**config.mk**
```make
export PLATFORM = sky130hd
export DESIGN_NAME = pipe_ctrl_flat
export DESIGN_NICKNAME = d
export VERILOG_FILES = /design/src/rtl/pipe_ctrl_pkg.sv /design/src/rtl/pipe_ctrl_if.sv /design/src/rtl/pipe_ctrl_perf.sv /design/src/rtl/pipe_ctrl.sv /design/src/flat_wrapper.sv
export SDC_FILE = /design/constraint.sdc
export NUM_CORES = 1
export LEC_CHECK = 0
export BUFFER_PORTS_ARGS = -buffer_cell sky130_fd_sc_hd__buf_2
export CORE_MARGIN = 3
export CORE_UTILIZATION = 32
export DETAILED_ROUTE_END_ITERATION = 10
export GPL_ROUTABILITY_DRIVEN = 1
export PLACE_DENSITY = 0.73
export SYNTH_ARGS = -nofsm -noshare
export SYNTH_HDL_FRONTEND = slang
export SYNTH_SLANG_ARGS = --single-unit
```
**constraint.sdc**
```tcl
create_clock -name clk -period 1.6 [get_ports clk]
set_clock_uncertainty 0.2 [all_clocks]
set_input_delay 0.16 -clock clk [delete_from_list [all_inputs] [get_ports clk]]
set_output_delay 0.16 -clock clk [all_outputs]
set_load 0.05 [all_outputs]
```
**src/rtl/pipe_ctrl_pkg.sv**
```systemverilog
// Shared types and constants for the pipeline stall/flush sequencer.
package pipe_ctrl_pkg;

  localparam int unsigned STATE_W        = 2;
  localparam int unsigned OPCODE_W       = 5;
  localparam int unsigned PERF_W_DEFAULT = 16;

  typedef enum logic [STATE_W-1:0] {
    RUN       = 2'd0,
    RDIR_WAIT = 2'd1,
    HALTED    = 2'd2
  } state_e;

  // Opcode recognised as halt by the decode/WB halt detector.
  localparam logic [OPCODE_W-1:0] HALT_OPCODE = 5'b00000;

endpackage

```
**src/rtl/pipe_ctrl_if.sv**
```systemverilog
// Hazard/memory status inputs and per-stage latch/PC controls of pipe_ctrl.
interface pipe_ctrl_if;

  logic ex_ld_stall;
  logic dec_ld_stall;
  logic imem_busy;
  logic imem_done;
  logic dmem_busy;
  logic ex_redirect;
  logic wb_halt;

  logic pc_en;
  logic pc_redirect;
  logic if_id_en;
  logic id_ex_en;
  logic ex_mem_en;
  logic mem_wb_en;
  logic if_id_bubble;
  logic id_ex_bubble;
  logic ex_mem_bubble;
  logic mem_wb_bubble;
  logic fetch_squash;
  logic halted;

  // Pipeline side: supplies status, consumes controls.
  modport master (
    output ex_ld_stall, dec_ld_stall, imem_busy, imem_done, dmem_busy,
           ex_redirect, wb_halt,
    input  pc_en, pc_redirect, if_id_en, id_ex_en, ex_mem_en, mem_wb_en,
           if_id_bubble, id_ex_bubble, ex_mem_bubble, mem_wb_bubble,
           fetch_squash, halted
  );

  // Sequencer side.
  modport slave (
    input  ex_ld_stall, dec_ld_stall, imem_busy, imem_done, dmem_busy,
           ex_redirect, wb_halt,
    output pc_en, pc_redirect, if_id_en, id_ex_en, ex_mem_en, mem_wb_en,
           if_id_bubble, id_ex_bubble, ex_mem_bubble, mem_wb_bubble,
           fetch_squash, halted
  );

endinterface

```
**src/rtl/pipe_ctrl_perf.sv**
```systemverilog
// Saturating stall-cycle and accepted-redirect counters for pipe_ctrl.
module pipe_ctrl_perf #(
  parameter int unsigned PERF_W = 16
) (
  input  logic              clk,
  input  logic              rst,
  input  logic              stall_inc_i,
  input  logic              flush_inc_i,
  output logic [PERF_W-1:0] stall_cnt_o,
  output logic [PERF_W-1:0] flush_cnt_o
);

  logic [PERF_W-1:0] stall_cnt_q, stall_cnt_d;
  logic [PERF_W-1:0] flush_cnt_q, flush_cnt_d;

  always_comb begin
    stall_cnt_d = stall_cnt_q;
    flush_cnt_d = flush_cnt_q;
    if (stall_inc_i && (stall_cnt_q != '1)) stall_cnt_d = stall_cnt_q + PERF_W'(1);
    if (flush_inc_i && (flush_cnt_q != '1)) flush_cnt_d = flush_cnt_q + PERF_W'(1);
  end

  always_ff @(posedge clk or posedge rst) begin
    if (rst) begin
      stall_cnt_q <= '0;
      flush_cnt_q <= '0;
    end else begin
      stall_cnt_q <= stall_cnt_d;
      flush_cnt_q <= flush_cnt_d;
    end
  end

  assign stall_cnt_o = stall_cnt_q;
  assign flush_cnt_o = flush_cnt_q;

endmodule

```
**src/rtl/pipe_ctrl.sv**
```systemverilog
// Stall/flush sequencer for the 5-stage pipeline: latch enables, bubbles, PC control.
// Define PIPE_CTRL_PERF_EN to build the stall/flush performance counters.
module pipe_ctrl
  import pipe_ctrl_pkg::*;
#(
  parameter int unsigned PERF_W = PERF_W_DEFAULT
) (
  input  logic              clk,
  input  logic              rst,
  pipe_ctrl_if.slave        ctrl,
  output logic [PERF_W-1:0] stall_cnt,
  output logic [PERF_W-1:0] flush_cnt
);

  state_e state_q, state_d;

  logic pc_en_c, pc_redirect_c, fetch_squash_c, halted_c;
  logic if_id_en_c, id_ex_en_c, ex_mem_en_c, mem_wb_en_c;
  logic if_id_bubble_c, id_ex_bubble_c, ex_mem_bubble_c, mem_wb_bubble_c;

  always_ff @(posedge clk or posedge rst) begin
    if (rst) state_q <= RUN;
    else     state_q <= state_d;
  end

  // Outputs are purely combinational so decisions act on the current edge;
  // rst forces them low immediately rather than waiting for a clock.
  always_comb begin
    state_d         = state_q;
    pc_en_c         = 1'b0;
    pc_redirect_c   = 1'b0;
    fetch_squash_c  = 1'b0;
    halted_c        = 1'b0;
    if_id_en_c      = 1'b0;
    id_ex_en_c      = 1'b0;
    ex_mem_en_c     = 1'b0;
    mem_wb_en_c     = 1'b0;
    if_id_bubble_c  = 1'b0;
    id_ex_bubble_c  = 1'b0;
    ex_mem_bubble_c = 1'b0;
    mem_wb_bubble_c = 1'b0;

    if (rst) begin
      state_d = RUN;
    end else begin
      unique case (state_q)
        RUN: begin
          if (ctrl.wb_halt) begin
            state_d = HALTED;
          end else if (ctrl.dmem_busy) begin
            mem_wb_en_c     = 1'b1;
            mem_wb_bubble_c = 1'b1;
          end else if (ctrl.ex_ld_stall) begin
            ex_mem_en_c     = 1'b1;
            ex_mem_bubble_c = 1'b1;
            mem_wb_en_c     = 1'b1;
          end else if (ctrl.ex_redirect) begin
            // Decode instruction is squashed, so dec_ld_stall is irrelevant here.
            pc_en_c        = 1'b1;
            pc_redirect_c  = 1'b1;
            if_id_en_c     = 1'b1;
            id_ex_en_c     = 1'b1;
            ex_mem_en_c    = 1'b1;
            mem_wb_en_c    = 1'b1;
            if_id_bubble_c = 1'b1;
            id_ex_bubble_c = 1'b1;
            if (ctrl.imem_busy && !ctrl.imem_done) state_d = RDIR_WAIT;
          end else if (ctrl.dec_ld_stall) begin
            id_ex_en_c     = 1'b1;
            id_ex_bubble_c = 1'b1;
            ex_mem_en_c    = 1'b1;
            mem_wb_en_c    = 1'b1;
          end else if (ctrl.imem_busy) begin
            if_id_en_c     = 1'b1;
            if_id_bubble_c = 1'b1;
            id_ex_en_c     = 1'b1;
            ex_mem_en_c    = 1'b1;
            mem_wb_en_c    = 1'b1;
          end else begin
            pc_en_c     = 1'b1;
            if_id_en_c  = 1'b1;
            id_ex_en_c  = 1'b1;
            ex_mem_en_c = 1'b1;
            mem_wb_en_c = 1'b1;
          end
        end

        RDIR_WAIT: begin
          // Wrong-path fetch still in flight: drop it and keep IF/ID empty.
          fetch_squash_c = 1'b1;
          if (ctrl.wb_halt) begin
            state_d = HALTED;
          end else begin
            if_id_en_c     = 1'b1;
            if_id_bubble_c = 1'b1;
            if (ctrl.dmem_busy) begin
              mem_wb_en_c     = 1'b1;
              mem_wb_bubble_c = 1'b1;
            end else if (ctrl.ex_ld_stall) begin
              ex_mem_en_c     = 1'b1;
              ex_mem_bubble_c = 1'b1;
              mem_wb_en_c     = 1'b1;
            end else if (ctrl.dec_ld_stall) begin
              id_ex_en_c     = 1'b1;
              id_ex_bubble_c = 1'b1;
              ex_mem_en_c    = 1'b1;
              mem_wb_en_c    = 1'b1;
            end else begin
              id_ex_en_c  = 1'b1;
              ex_mem_en_c = 1'b1;
              mem_wb_en_c = 1'b1;
            end
            if (ctrl.imem_done) state_d = RUN;
          end
        end

        HALTED: begin
          halted_c = 1'b1;
        end

        default: begin
          state_d = RUN;
        end
      endcase
    end
  end

  assign ctrl.pc_en         = pc_en_c;
  assign ctrl.pc_redirect   = pc_redirect_c;
  assign ctrl.fetch_squash  = fetch_squash_c;
  assign ctrl.halted        = halted_c;
  assign ctrl.if_id_en      = if_id_en_c;
  assign ctrl.id_ex_en      = id_ex_en_c;
  assign ctrl.ex_mem_en     = ex_mem_en_c;
  assign ctrl.mem_wb_en     = mem_wb_en_c;
  assign ctrl.if_id_bubble  = if_id_bubble_c;
  assign ctrl.id_ex_bubble  = id_ex_bubble_c;
  assign ctrl.ex_mem_bubble = ex_mem_bubble_c;
  assign ctrl.mem_wb_bubble = mem_wb_bubble_c;

`ifdef PIPE_CTRL_PERF_EN
  logic stall_inc, flush_inc;

  // HALTED is excluded so both counters freeze once the pipeline stops.
  assign stall_inc = ((state_q == RUN) || (state_q == RDIR_WAIT)) && !pc_en_c;
  assign flush_inc = pc_redirect_c;

  pipe_ctrl_perf #(
    .PERF_W (PERF_W)
  ) u_perf (
    .clk         (clk),
    .rst         (rst),
    .stall_inc_i (stall_inc),
    .flush_inc_i (flush_inc),
    .stall_cnt_o (stall_cnt),
    .flush_cnt_o (flush_cnt)
  );
`else
  assign stall_cnt = '0;
  assign flush_cnt = '0;
`endif

endmodule
```
**src/flat_wrapper.sv**
```systemverilog
// flat-port wrapper written by rule: the top's interface ports become plain ports
module pipe_ctrl_flat import pipe_ctrl_pkg::*;
#(
  parameter int unsigned PERF_W = PERF_W_DEFAULT
)
  (clk, rst, stall_cnt, flush_cnt, ctrl_ex_ld_stall, ctrl_dec_ld_stall, ctrl_imem_busy, ctrl_imem_done, ctrl_dmem_busy, ctrl_ex_redirect, ctrl_wb_halt, ctrl_pc_en, ctrl_pc_redirect, ctrl_if_id_en, ctrl_id_ex_en, ctrl_ex_mem_en, ctrl_mem_wb_en, ctrl_if_id_bubble, ctrl_id_ex_bubble, ctrl_ex_mem_bubble, ctrl_mem_wb_bubble, ctrl_fetch_squash, ctrl_halted);
  pipe_ctrl_if ctrl_i ();
  input  logic clk;
  input  logic rst;
  output logic [PERF_W-1:0] stall_cnt;
  output logic [PERF_W-1:0] flush_cnt;
  input wire logic [$bits(ctrl_i.ex_ld_stall)-1:0] ctrl_ex_ld_stall;
  input wire logic [$bits(ctrl_i.dec_ld_stall)-1:0] ctrl_dec_ld_stall;
  input wire logic [$bits(ctrl_i.imem_busy)-1:0] ctrl_imem_busy;
  input wire logic [$bits(ctrl_i.imem_done)-1:0] ctrl_imem_done;
  input wire logic [$bits(ctrl_i.dmem_busy)-1:0] ctrl_dmem_busy;
  input wire logic [$bits(ctrl_i.ex_redirect)-1:0] ctrl_ex_redirect;
  input wire logic [$bits(ctrl_i.wb_halt)-1:0] ctrl_wb_halt;
  output wire logic [$bits(ctrl_i.pc_en)-1:0] ctrl_pc_en;
  output wire logic [$bits(ctrl_i.pc_redirect)-1:0] ctrl_pc_redirect;
  output wire logic [$bits(ctrl_i.if_id_en)-1:0] ctrl_if_id_en;
  output wire logic [$bits(ctrl_i.id_ex_en)-1:0] ctrl_id_ex_en;
  output wire logic [$bits(ctrl_i.ex_mem_en)-1:0] ctrl_ex_mem_en;
  output wire logic [$bits(ctrl_i.mem_wb_en)-1:0] ctrl_mem_wb_en;
  output wire logic [$bits(ctrl_i.if_id_bubble)-1:0] ctrl_if_id_bubble;
  output wire logic [$bits(ctrl_i.id_ex_bubble)-1:0] ctrl_id_ex_bubble;
  output wire logic [$bits(ctrl_i.ex_mem_bubble)-1:0] ctrl_ex_mem_bubble;
  output wire logic [$bits(ctrl_i.mem_wb_bubble)-1:0] ctrl_mem_wb_bubble;
  output wire logic [$bits(ctrl_i.fetch_squash)-1:0] ctrl_fetch_squash;
  output wire logic [$bits(ctrl_i.halted)-1:0] ctrl_halted;
  assign ctrl_i.ex_ld_stall = ctrl_ex_ld_stall;
  assign ctrl_i.dec_ld_stall = ctrl_dec_ld_stall;
  assign ctrl_i.imem_busy = ctrl_imem_busy;
  assign ctrl_i.imem_done = ctrl_imem_done;
  assign ctrl_i.dmem_busy = ctrl_dmem_busy;
  assign ctrl_i.ex_redirect = ctrl_ex_redirect;
  assign ctrl_i.wb_halt = ctrl_wb_halt;
  assign ctrl_pc_en = ctrl_i.pc_en;
  assign ctrl_pc_redirect = ctrl_i.pc_redirect;
  assign ctrl_if_id_en = ctrl_i.if_id_en;
  assign ctrl_id_ex_en = ctrl_i.id_ex_en;
  assign ctrl_ex_mem_en = ctrl_i.ex_mem_en;
  assign ctrl_mem_wb_en = ctrl_i.mem_wb_en;
  assign ctrl_if_id_bubble = ctrl_i.if_id_bubble;
  assign ctrl_id_ex_bubble = ctrl_i.id_ex_bubble;
  assign ctrl_ex_mem_bubble = ctrl_i.ex_mem_bubble;
  assign ctrl_mem_wb_bubble = ctrl_i.mem_wb_bubble;
  assign ctrl_fetch_squash = ctrl_i.fetch_squash;
  assign ctrl_halted = ctrl_i.halted;
  pipe_ctrl #(.PERF_W(PERF_W)) u_core (.clk(clk), .rst(rst), .ctrl(ctrl_i), .stall_cnt(stall_cnt), .flush_cnt(flush_cnt));
endmodule
```
==> results of run 1 <==
stage by stage:
step                      TNS, ns  util (%)
after floorplan             -2.38         -
after global placement     -0.547      42.1
after detailed placement   -0.653      42.1
after CTS                   -1.59      51.6
after global routing        -2.05      56.0
final                       -1.60      56.0
layout make-up:
cell class / count / area share [%]
Inverter: 6 / 5.25
Clock buffer: 3 / 3.05
Tap cell: 15 / 2.54
Multi-Input combinational cell: 55 / 43.7
Sequential cell: 2 / 6.78
Timing Repair Buffer: 30 / 38.6
kinds of logic (layout without fill, tap and decap cells):
group           after synthesis  in the layout  synth area share [%]
flops                         2              2                  10.9
buf+inv                      38             39                  57.5
simple gates                 16             16                  22.1
compound gates                7              7                  8.72
other cells                   1             32                 0.817
routing by layer:
metal | up-vias | share of wire [%] | track usage [%]
met5 | - | 0 | 0
met4 | 0 | 0 | 5.42
met3 | 0 | 14 | 1.66
met2 | 35 | 52 | 16.3
met1 | 183 | 34 | 11.9
li1 | 204 | - | -
cell usage after synthesis (all sizes together), types with 2 or more instances:
library cell	number
inv	5
a21oi	2
buf	32
and2	2
o21ai	2
dfrtp	2
a31oi	2
nor2	6
nor3	4
worst min-delay path by stage:
| stage | endpoint | start | slack [ns] |
|---|---|---|---|
| after floorplan | u_core.state_q[0] | rst | -0.30 |
| after global placement | u_core.state_q[0] | rst | -0.04 |
| after detailed placement | u_core.state_q[0] | rst | -0.04 |
| after CTS | u_core.state_q[1] | rst | 0.02 |
| after global routing | u_core.state_q[1] | ctrl_wb_halt | 0.04 |
| final | u_core.state_q[1] | ctrl_wb_halt | 0.04 |
worst min-delay path: cells and delay by family:
family | cells | cell delay, ns
buffers and inverters | 1 | 0.11
AND/OR/NAND/NOR | 1 | 0.09
AO/OA/AOI/OAI | 1 | 0.06
power by group through the flow:
stage	Clock, mW	Sequential, mW	Combinational (mW)
after floorplan	0	0.0554	0.284
after global placement	0	0.0541	0.259
after detailed placement	0	0.0543	0.259
after CTS	0.116	0.0538	0.278
after global routing	0.116	0.0541	0.305
final	0.109	0.0538	0.292
what timing repair did:
action / 4_1_cts / 5_1_grt
resized for setup: 26 / 13
setup buffers: 0 / 2
gates cloned: 0 / 0
endpoints found under the setup margin: 10 / 12
endpoints found under the hold margin: 3 / 0
hold buffers: 2 / 0
pin swaps: 4 / 2
==> flow_summary_export.csv, run 1 <==
group,metric,value,unit
status,status,"finished with violations",
status,failed_checks,"setup timing",
layout,register_area,50.0,um2
pwr,p_leak,0.374,nW
floorplanning,rows,13,
yosys,seq_area_frac_synth,10.9,%
yosys,synth-seq-cells,2,
place,dpl.cell_count,104,
place,dp_slack,-0.156,ns
layout,diodes,0,
global_routing,antenna_found_initial,0,
pwr,p_sw_share,57.9,%
worst_setup_path,cp_data_required_time,1.24,ns
layout,areaGrowthSynthToFinish,60.8,%
place,hpwl,762,um
layout,finalNetCount,107,
pwr,power.internal,0.192,mW
detailed_routing,vias,422,
cts,cts_tree,"yes",
place,portBuffers,20,
pwr,vdd_drop_max,0.322,mV
timing,fin_ws,-0.245,ns
worst_setup_path,critPathMaxFanout,4,
cts,root_buffer,"clkbuf_4",
timing,whs,0.0377,ns
detailed_routing,wirelength,1100,um
pwr,combPwrFrac,64.2,%
timing,drv_slew,0,
cts,htree_levels,1,
global_routing,grt_max_degree,7,
pwr,power_frac_clock,24.0,%
timing,post-route-min-period,1.84,ns
detailed_routing,post_drt_wl_per_cell,9.86,um
worst_setup_path,endpoint,"ctrl_pc_redirect",
timing,setup_viol,10,
global_routing,grt_usage,9.82,%
global_routing,grt_overflow,0,
worst_setup_path,slowest_stage,"or3_4",
place,placed_cell_area,554,um2
timing,rsz0062_at_grt,"yes",
worst_setup_path,endpoint_kind,"output pin",
worst_setup_path,arrival,1.48,ns
cts,clock_sinks,2,
yosys,async_flop_share,100,%
yosys,yosys-top-cells-area,"buf_4 52%, dfrtp_1 11%, nor2_1 4.9%",
worst_setup_path,criticalPathCategory,"reg -> out",
layout,drive_gt1_share,45.8,%
global_routing,grt_pass1_wl,1400,um
pwr,power.switching,0.264,mW
detailed_routing,postRouteAntennaNets,0,
cts,path_clk_slew,0.03,ns
hold_path,hp-class,"in -> reg",
layout,final_cell_mix,"32 x conb_1, 8 x buf_2, 8 x buf_6",
yosys,synth-main-ff-cell,"dfrtp_1",
cts,clock_latency,0.22,ns
global_routing,grt_pass1_vias,344,
layout,top_register,"u_core.state_q",
worst_setup_path,reg2reg_depth,3,
timing,period_share,115,%
cts,cts-buffers-inserted,3,
worst_setup_path,rr_endpoint,"u_core.state_q[0]",
detailed_routing,via_per_inst,3.80,
yosys,synth_cell_types,17,
yosys,yosysTopAreaCell,"buf_4",
hold_path,holdPathStages,3,
place,gp_congestion,0.820,
floorplanning,initial_utilization,34.9,%
layout,multi_input_comb_area,323,um2
floorplanning,die_w,43.9,um
timing,final-hold-violation-count,0,
worst_setup_path,cp.depth,5,
worst_setup_path,reg2reg_slack,0.18,ns
timing,max_freq,0.542,GHz
floorplanning,die_height,43.9,um
pwr,power_frac_seq,11.8,%
worst_setup_path,start_kind,"flip-flop",
worst_setup_path,path_cells,"or3_4 -> clkinv_8 -> nand2_8 -> nor3b_4 -> buf_6",
detailed_routing,first_pass_iters,4,
layout,top_regs,"u_core.state_q: 2 flops",
yosys,yosysTopAreaCellShare,52.3,%
worst_setup_path,r2r_start,"u_core.state_q[1]",
layout,stdcell_area,738,um2
yosys,syn_avg_cell_area,7.17,um2
pwr,p_per_area,617,nW/um2
worst_setup_path,crit_family,"simple AND/OR/NAND/NOR gates",
worst_setup_path,cp_slowest_stage_delay,0.39,ns
layout,final_cell_count_no_fill,111,
layout,largest_reg_flops,2,
pwr,total_power,0.455,mW
worst_setup_path,cp.buffers_inverters,2,
yosys,synth-edff-count,0,
floorplanning,pin_count,53,
floorplanning,dieArea,1930,um2
detailed_routing,drt-initial-drc-count,8,
floorplanning,coreArea,1320,um2
yosys,synthCells,64,
worst_setup_path,critPathLaunch,"u_core.state_q[1]",
flow_run,drv_cap,0,
yosys,synth_area,459,um2
layout,num-fill-cells,129,
detailed_routing,route.detailed.drc,0,
layout,final_common_cell,"conb_1",
cts,cts.path.max_buffers,2,
yosys,synth_warnings,0,
Power figures use the tool's default switching activity.
==> run 2: changes to the inputs <==
Settings changed: SLEW_MARGIN set to 20.
Clock period 1.6 ns to 1.8 ns, I/O delays scaled along.
==> run 2 against run 1 <==
Against the previous run: cell count is 5.4% lower; global-route usage is 0.92 points lower; total power is 17% lower; count of clock-buffer cells in the layout stayed put; non-clock buffer count is 6 lower; register-to-register slack better by 0.38 ns; highest routed layer unchanged; the flow still finishes with violations (setup timing); worst hold slack better by 0.017 ns; largest cell class unchanged; sequential power is 11% lower.
==> flow_summary_export.csv, run 2 (same netlist as run 1, synthesis figures left out) <==
group,metric,value,unit
status,status,"finished with violations",
status,failed_checks,"setup timing",
timing,setup_viol,2,
hold_path,holdPathStages,3,
cts,root_buffer,"clkbuf_4",
timing,fin_ws,-0.0689,ns
global_routing,grt_overflow,0,
flow_run,drv_cap,0,
worst_setup_path,r2r_start,"u_core.state_q[1]",
floorplanning,die_height,43.9,um
worst_setup_path,cp.buffers_inverters,2,
worst_setup_path,cp_slowest_stage_delay,0.41,ns
detailed_routing,via_per_inst,3.73,
worst_setup_path,criticalPathCategory,"reg -> out",
layout,finalNetCount,101,
place,portBuffers,20,
layout,finish.utilization,44.8,%
worst_setup_path,endpoint_kind,"output pin",
worst_setup_path,crit_family,"simple AND/OR/NAND/NOR gates",
detailed_routing,first_pass_iters,1,
detailed_routing,postRouteAntennaNets,0,
detailed_routing,drt-initial-drc-count,0,
global_routing,grt_pass1_wl,1240,um
layout,final_cell_mix,"32 x conb_1, 12 x buf_2, 6 x buf_4",
layout,largest_reg_flops,2,
pwr,vdd_drop_max,0.348,mV
worst_setup_path,rr_endpoint,"u_core.state_q[0]",
pwr,p_per_area,642,nW/um2
worst_setup_path,critPathMaxFanout,5,
layout,final_common_cell,"conb_1",
floorplanning,die_w,43.9,um
layout,top_register,"u_core.state_q",
floorplanning,initial_utilization,34.9,%
worst_setup_path,critPathLaunch,"u_core.state_q[1]",
timing,rsz0062_at_grt,"yes",
place,dp_slack,-0.00781,ns
timing,max_freq,0.535,GHz
cts,cts.path.max_buffers,2,
layout,diodes,0,
worst_setup_path,cp.depth,5,
timing,final-hold-violation-count,0,
cts,postCtsSetupRepairBufs,0,
worst_setup_path,path_cells,"or3_4 -> clkinv_8 -> nand2_8 -> nor3b_4 -> buf_6",
cts,cts-buffers-inserted,3,
detailed_routing,post_drt_wl_per_cell,8.48,um
cts,clock_sinks,2,
global_routing,antenna_found_initial,0,
cts,htree_levels,1,
cts,cts_tree,"yes",
floorplanning,dieArea,1930,um2
worst_setup_path,arrival,1.49,ns
worst_setup_path,endpoint,"ctrl_pc_redirect",
pwr,p_leak,0.334,nW
worst_setup_path,reg2reg_depth,2,
worst_setup_path,reg2reg_slack,0.56,ns
global_routing,grt_usage,8.90,%
worst_setup_path,start_kind,"flip-flop",
floorplanning,coreArea,1320,um2
cts,path_clk_slew,0.03,ns
timing,drv_slew,0,
layout,areaGrowthSynthToFinish,28.6,%
floorplanning,pin_count,53,
layout,top_regs,"u_core.state_q: 2 flops",
detailed_routing,wirelength,890,um
global_routing,grt_pass1_vias,322,
timing,post-route-min-period,1.87,ns
worst_setup_path,slowest_stage,"or3_4",
detailed_routing,vias,392,
timing,period_share,104,%
floorplanning,rows,13,
global_routing,grt_max_degree,7,
cts,clock_latency,0.22,ns
hold_path,hp-class,"in -> reg",
place,gp_congestion,0.723,
worst_setup_path,cp_data_required_time,1.42,ns
layout,drive_gt1_share,36.7,%
detailed_routing,route.detailed.drc,0,
place,hpwl,741,um
==> run 2: changes by cell type in the layout (fill, tap and decap cells not counted), sizes merged <==
| cell | delta |
|---|---|
| buf | -6 |
| clkinvlp | -1 |
| inv | +1 |
==> run 2: through the flow <==
stage                     hold slack (ns)  power, mW  std cells  setup TNS (ns)  area [um2]
after CTS                          0.0408      0.383        105          -0.109         591
after global placement             -0.133      0.271        100               0         513
final                              0.0543      0.379        105         -0.0702         591
after detailed placement           -0.129      0.272        100        -0.00781         513
after floorplan                    -0.279      0.300         95           -1.07         619
after global routing               0.0601      0.402        105          -0.285         591
==> run 2: how the worst min path moves through the flow <==
stage                            start                end  slack, ns
after floorplan                    rst  u_core.state_q[0]      -0.28
after global placement             rst  u_core.state_q[1]      -0.13
after detailed placement           rst  u_core.state_q[1]      -0.13
after CTS                 ctrl_wb_halt  u_core.state_q[1]       0.04
after global routing      ctrl_wb_halt  u_core.state_q[1]       0.06
final                     ctrl_wb_halt  u_core.state_q[1]       0.05
==> run 2: power by group <==
part / switching, mW / internal, mW
Combinational: 0.201 / 0.0317
Sequential: 0.00103 / 0.0470
Clock: 0.0252 / 0.0735
Total: 0.227 / 0.152
==> run 2: layer usage <==
metal / share of wire (%) / track usage, % / vias to the layer above
li1: - / - / 189
met4: 0 / 7.23 / 0
met2: 56 / 16.0 / 26
met5: 0 / 0 / -
met3: 14 / 2.90 / 0
met1: 30 / 7.90 / 177
==> run 2: worst register-to-register path, cell delays in order (launching register included) <==
cell     delay, ns
dfrtp_1       0.36
or3_4         0.41
nor3_1        0.19
==> run 2: timing repair <==
action                                  CTS  global route
endpoints found under the setup margin    9             5
gates cloned                              0             0
pin swaps                                 2             0
resized for setup                        12             0
endpoints found under the hold margin     4             0
hold buffers                              2             0
==> run 2: cell type report <==
type / count / area [um2]
clock buffer: 3 / 22.5
multi-input combinational: 55 / 294
inverter: 6 / 35.0
fill: 147 / 727
sequential: 2 / 50.0
timing repair buffer: 24 / 170
tap: 15 / 18.8
==> run 3: changes to the inputs <==
Settings changed: CTS_BUF_LIST set to sky130_fd_sc_hd__clkbuf_8 sky130_fd_sc_hd__clkbuf_16.
==> run 3 against run 2 <==
Against the previous run: the run still ends with setup timing left; worst hold slack gained 0.0029 ns; cell area grew 3.2%; worst setup slack gained 0.0030 ns; cell count is the same; first-iteration DRC count grew 2; maximum frequency grew 0.16%; largest cell class unchanged; utilization grew 1.4 points; critical path type unchanged; non-clock buffer count is the same.
==> flow_summary_export.csv, run 3 (same netlist as run 1, synthesis figures left out) <==
group,metric,value,unit
floorplanning,pin_count,53,
timing,whs,0.0573,ns
detailed_routing,postRouteAntennaNets,0,
flow_run,drv_cap,0,
floorplanning,initial_utilization,34.9,%
cts,path_clk_slew,0.03,ns
timing,max_freq,0.536,GHz
layout,final_common_cell,"conb_1",
layout,top_regs,"u_core.state_q: 2 flops",
worst_setup_path,critPathMaxFanout,5,
worst_setup_path,rr_endpoint,"u_core.state_q[0]",
timing,setup_viol,1,
timing,post-route-min-period,1.87,ns
detailed_routing,wirelength,939,um
cts,cts.path.max_buffers,2,
pwr,power_frac_seq,10.4,%
layout,finalNetCount,101,
floorplanning,die_w,43.9,um
layout,drive_gt1_share,36.7,%
worst_setup_path,endpoint_kind,"output pin",
place,hpwl,741,um
timing,fin_ws,-0.0659,ns
pwr,power.switching,0.243,mW
pwr,p_sw_share,52.4,%
worst_setup_path,arrival,1.49,ns
detailed_routing,drt-initial-drc-count,2,
detailed_routing,route.detailed.drc,0,
pwr,p_per_area,761,nW/um2
layout,stdcell_area,609,um2
global_routing,grt_max_degree,7,
layout,final_cell_mix,"32 x conb_1, 12 x buf_2, 6 x buf_4",
floorplanning,rows,13,
timing,rsz0062_at_grt,"yes",
cts,cts_tree,"yes",
global_routing,grt_pass1_vias,319,
floorplanning,dieArea,1930,um2
worst_setup_path,r2r_start,"u_core.state_q[1]",
worst_setup_path,cp_data_required_time,1.42,ns
cts,clock_latency,0.22,ns
layout,diodes,0,
cts,cts-buffers-inserted,3,
place,gp_congestion,0.723,
place,portBuffers,20,
detailed_routing,via_per_inst,3.84,
worst_setup_path,reg2reg_slack,0.55,ns
status,status,"finished with violations",
detailed_routing,first_pass_iters,2,
cts,root_buffer,"clkbuf_8",
detailed_routing,post_drt_wl_per_cell,8.94,um
cts,clock_sinks,2,
pwr,power.internal,0.221,mW
timing,drv_slew,0,
worst_setup_path,critPathLaunch,"u_core.state_q[1]",
detailed_routing,vias,403,
layout,largest_reg_flops,2,
floorplanning,die_height,43.9,um
pwr,combPwrFrac,50.1,%
global_routing,grt_overflow,0,
global_routing,grt_usage,9.49,%
layout,top_register,"u_core.state_q",
hold_path,hold_start,"ctrl_wb_halt",
pwr,vdd_drop_max,0.469,mV
pwr,power_frac_clock,39.5,%
status,failed_checks,"setup timing",
layout,areaGrowthSynthToFinish,32.7,%
floorplanning,coreArea,1320,um2
place,dpl.cell_count,100,
hold_path,hold_end,"u_core.state_q[1]",
timing,final-hold-violation-count,0,
layout,final_cell_count_no_fill,105,
hold_path,hp-class,"in -> reg",
cts,htree_levels,1,
pwr,p_leak,0.341,nW
timing,period_share,104,%
global_routing,antenna_found_initial,0,
place,placed_cell_area,513,um2
worst_setup_path,start_kind,"flip-flop",
hold_path,holdPathStages,3,
layout,finish.utilization,46.2,%
global_routing,grt_pass1_wl,1260,um
worst_setup_path,criticalPathCategory,"reg -> out",
worst_setup_path,reg2reg_depth,2,
==> run 3: cell types whose count changed in the layout (fill, tap and decap cells not counted) <==
cell	previous run	this run
clkbuf_8	0	3
clkbuf_4	3	0
==> run 3: per-stage QoR <==
stage / setup WS [ns] / TNS [ns] / power [mW]
floorplan: -0.222 / -1.07 / 0.300
global route: -0.104 / -0.229 / 0.487
finish: -0.0659 / -0.0659 / 0.464
CTS: -0.0832 / -0.0876 / 0.466
detailed placement: -0.00781 / -0.00781 / 0.272
global placement: 0.0346 / 0 / 0.271
==> run 3: final cells by class <==
| cell class | instances | area, um2 |
|---|---|---|
| Clock buffer | 3 | 41.3 |
| Fill cell | 142 | 708 |
| Inverter | 6 | 35.0 |
| Multi-Input combinational cell | 55 | 294 |
| Sequential cell | 2 | 50.0 |
| Tap cell | 15 | 18.8 |
| Timing Repair Buffer | 24 | 170 |
==> run 3: worst max path at each step <==
stage,to,cells past startpoint,slack [ns]
6_report,ctrl_pc_redirect,5,-0.07
5_1_grt,ctrl_pc_redirect,5,-0.10
4_1_cts,ctrl_pc_redirect,5,-0.08
3_5_place_dp,ctrl_pc_redirect,5,-0.008
3_3_place_gp,ctrl_pc_redirect,5,0.03
2_1_floorplan,ctrl_fetch_squash,2,-0.22
==> run 3: what timing repair did <==
action / 4_1_cts / 5_1_grt
hold buffers: 2 / 0
setup endpoints to repair: 8 / 5
pin swaps: 2 / 0
buffers inserted: 0 / 0
resized for setup: 11 / 1
endpoints found under the hold margin: 4 / 0
==> run 3: routing by layer <==
layer,up-vias,wire length [um],GRT usage (%)
li1,191,-,-
met2,26,518,17.4
met3,2,131,1.66
met5,-,0,0
met1,184,264,7.65
met4,0,25,10.8
==> run 3: worst max-delay path, stage by stage, from the launching register on <==
cell	delay, ns
dfrtp_1	0.36
or3_4	0.41
clkinv_8	0.08
nand2_8	0.06
nor3b_4	0.18
buf_6	0.18
==> run 3: power by group through the flow <==
stage	Sequential (mW)	Combinational [mW]	Clock (mW)
2_1_floorplan	0.0492	0.251	0
3_5_place_dp	0.0485	0.224	0
3_3_place_gp	0.0484	0.223	0
5_1_grt	0.0480	0.242	0.197
6_report	0.0480	0.232	0.183
4_1_cts	0.0480	0.230	0.188
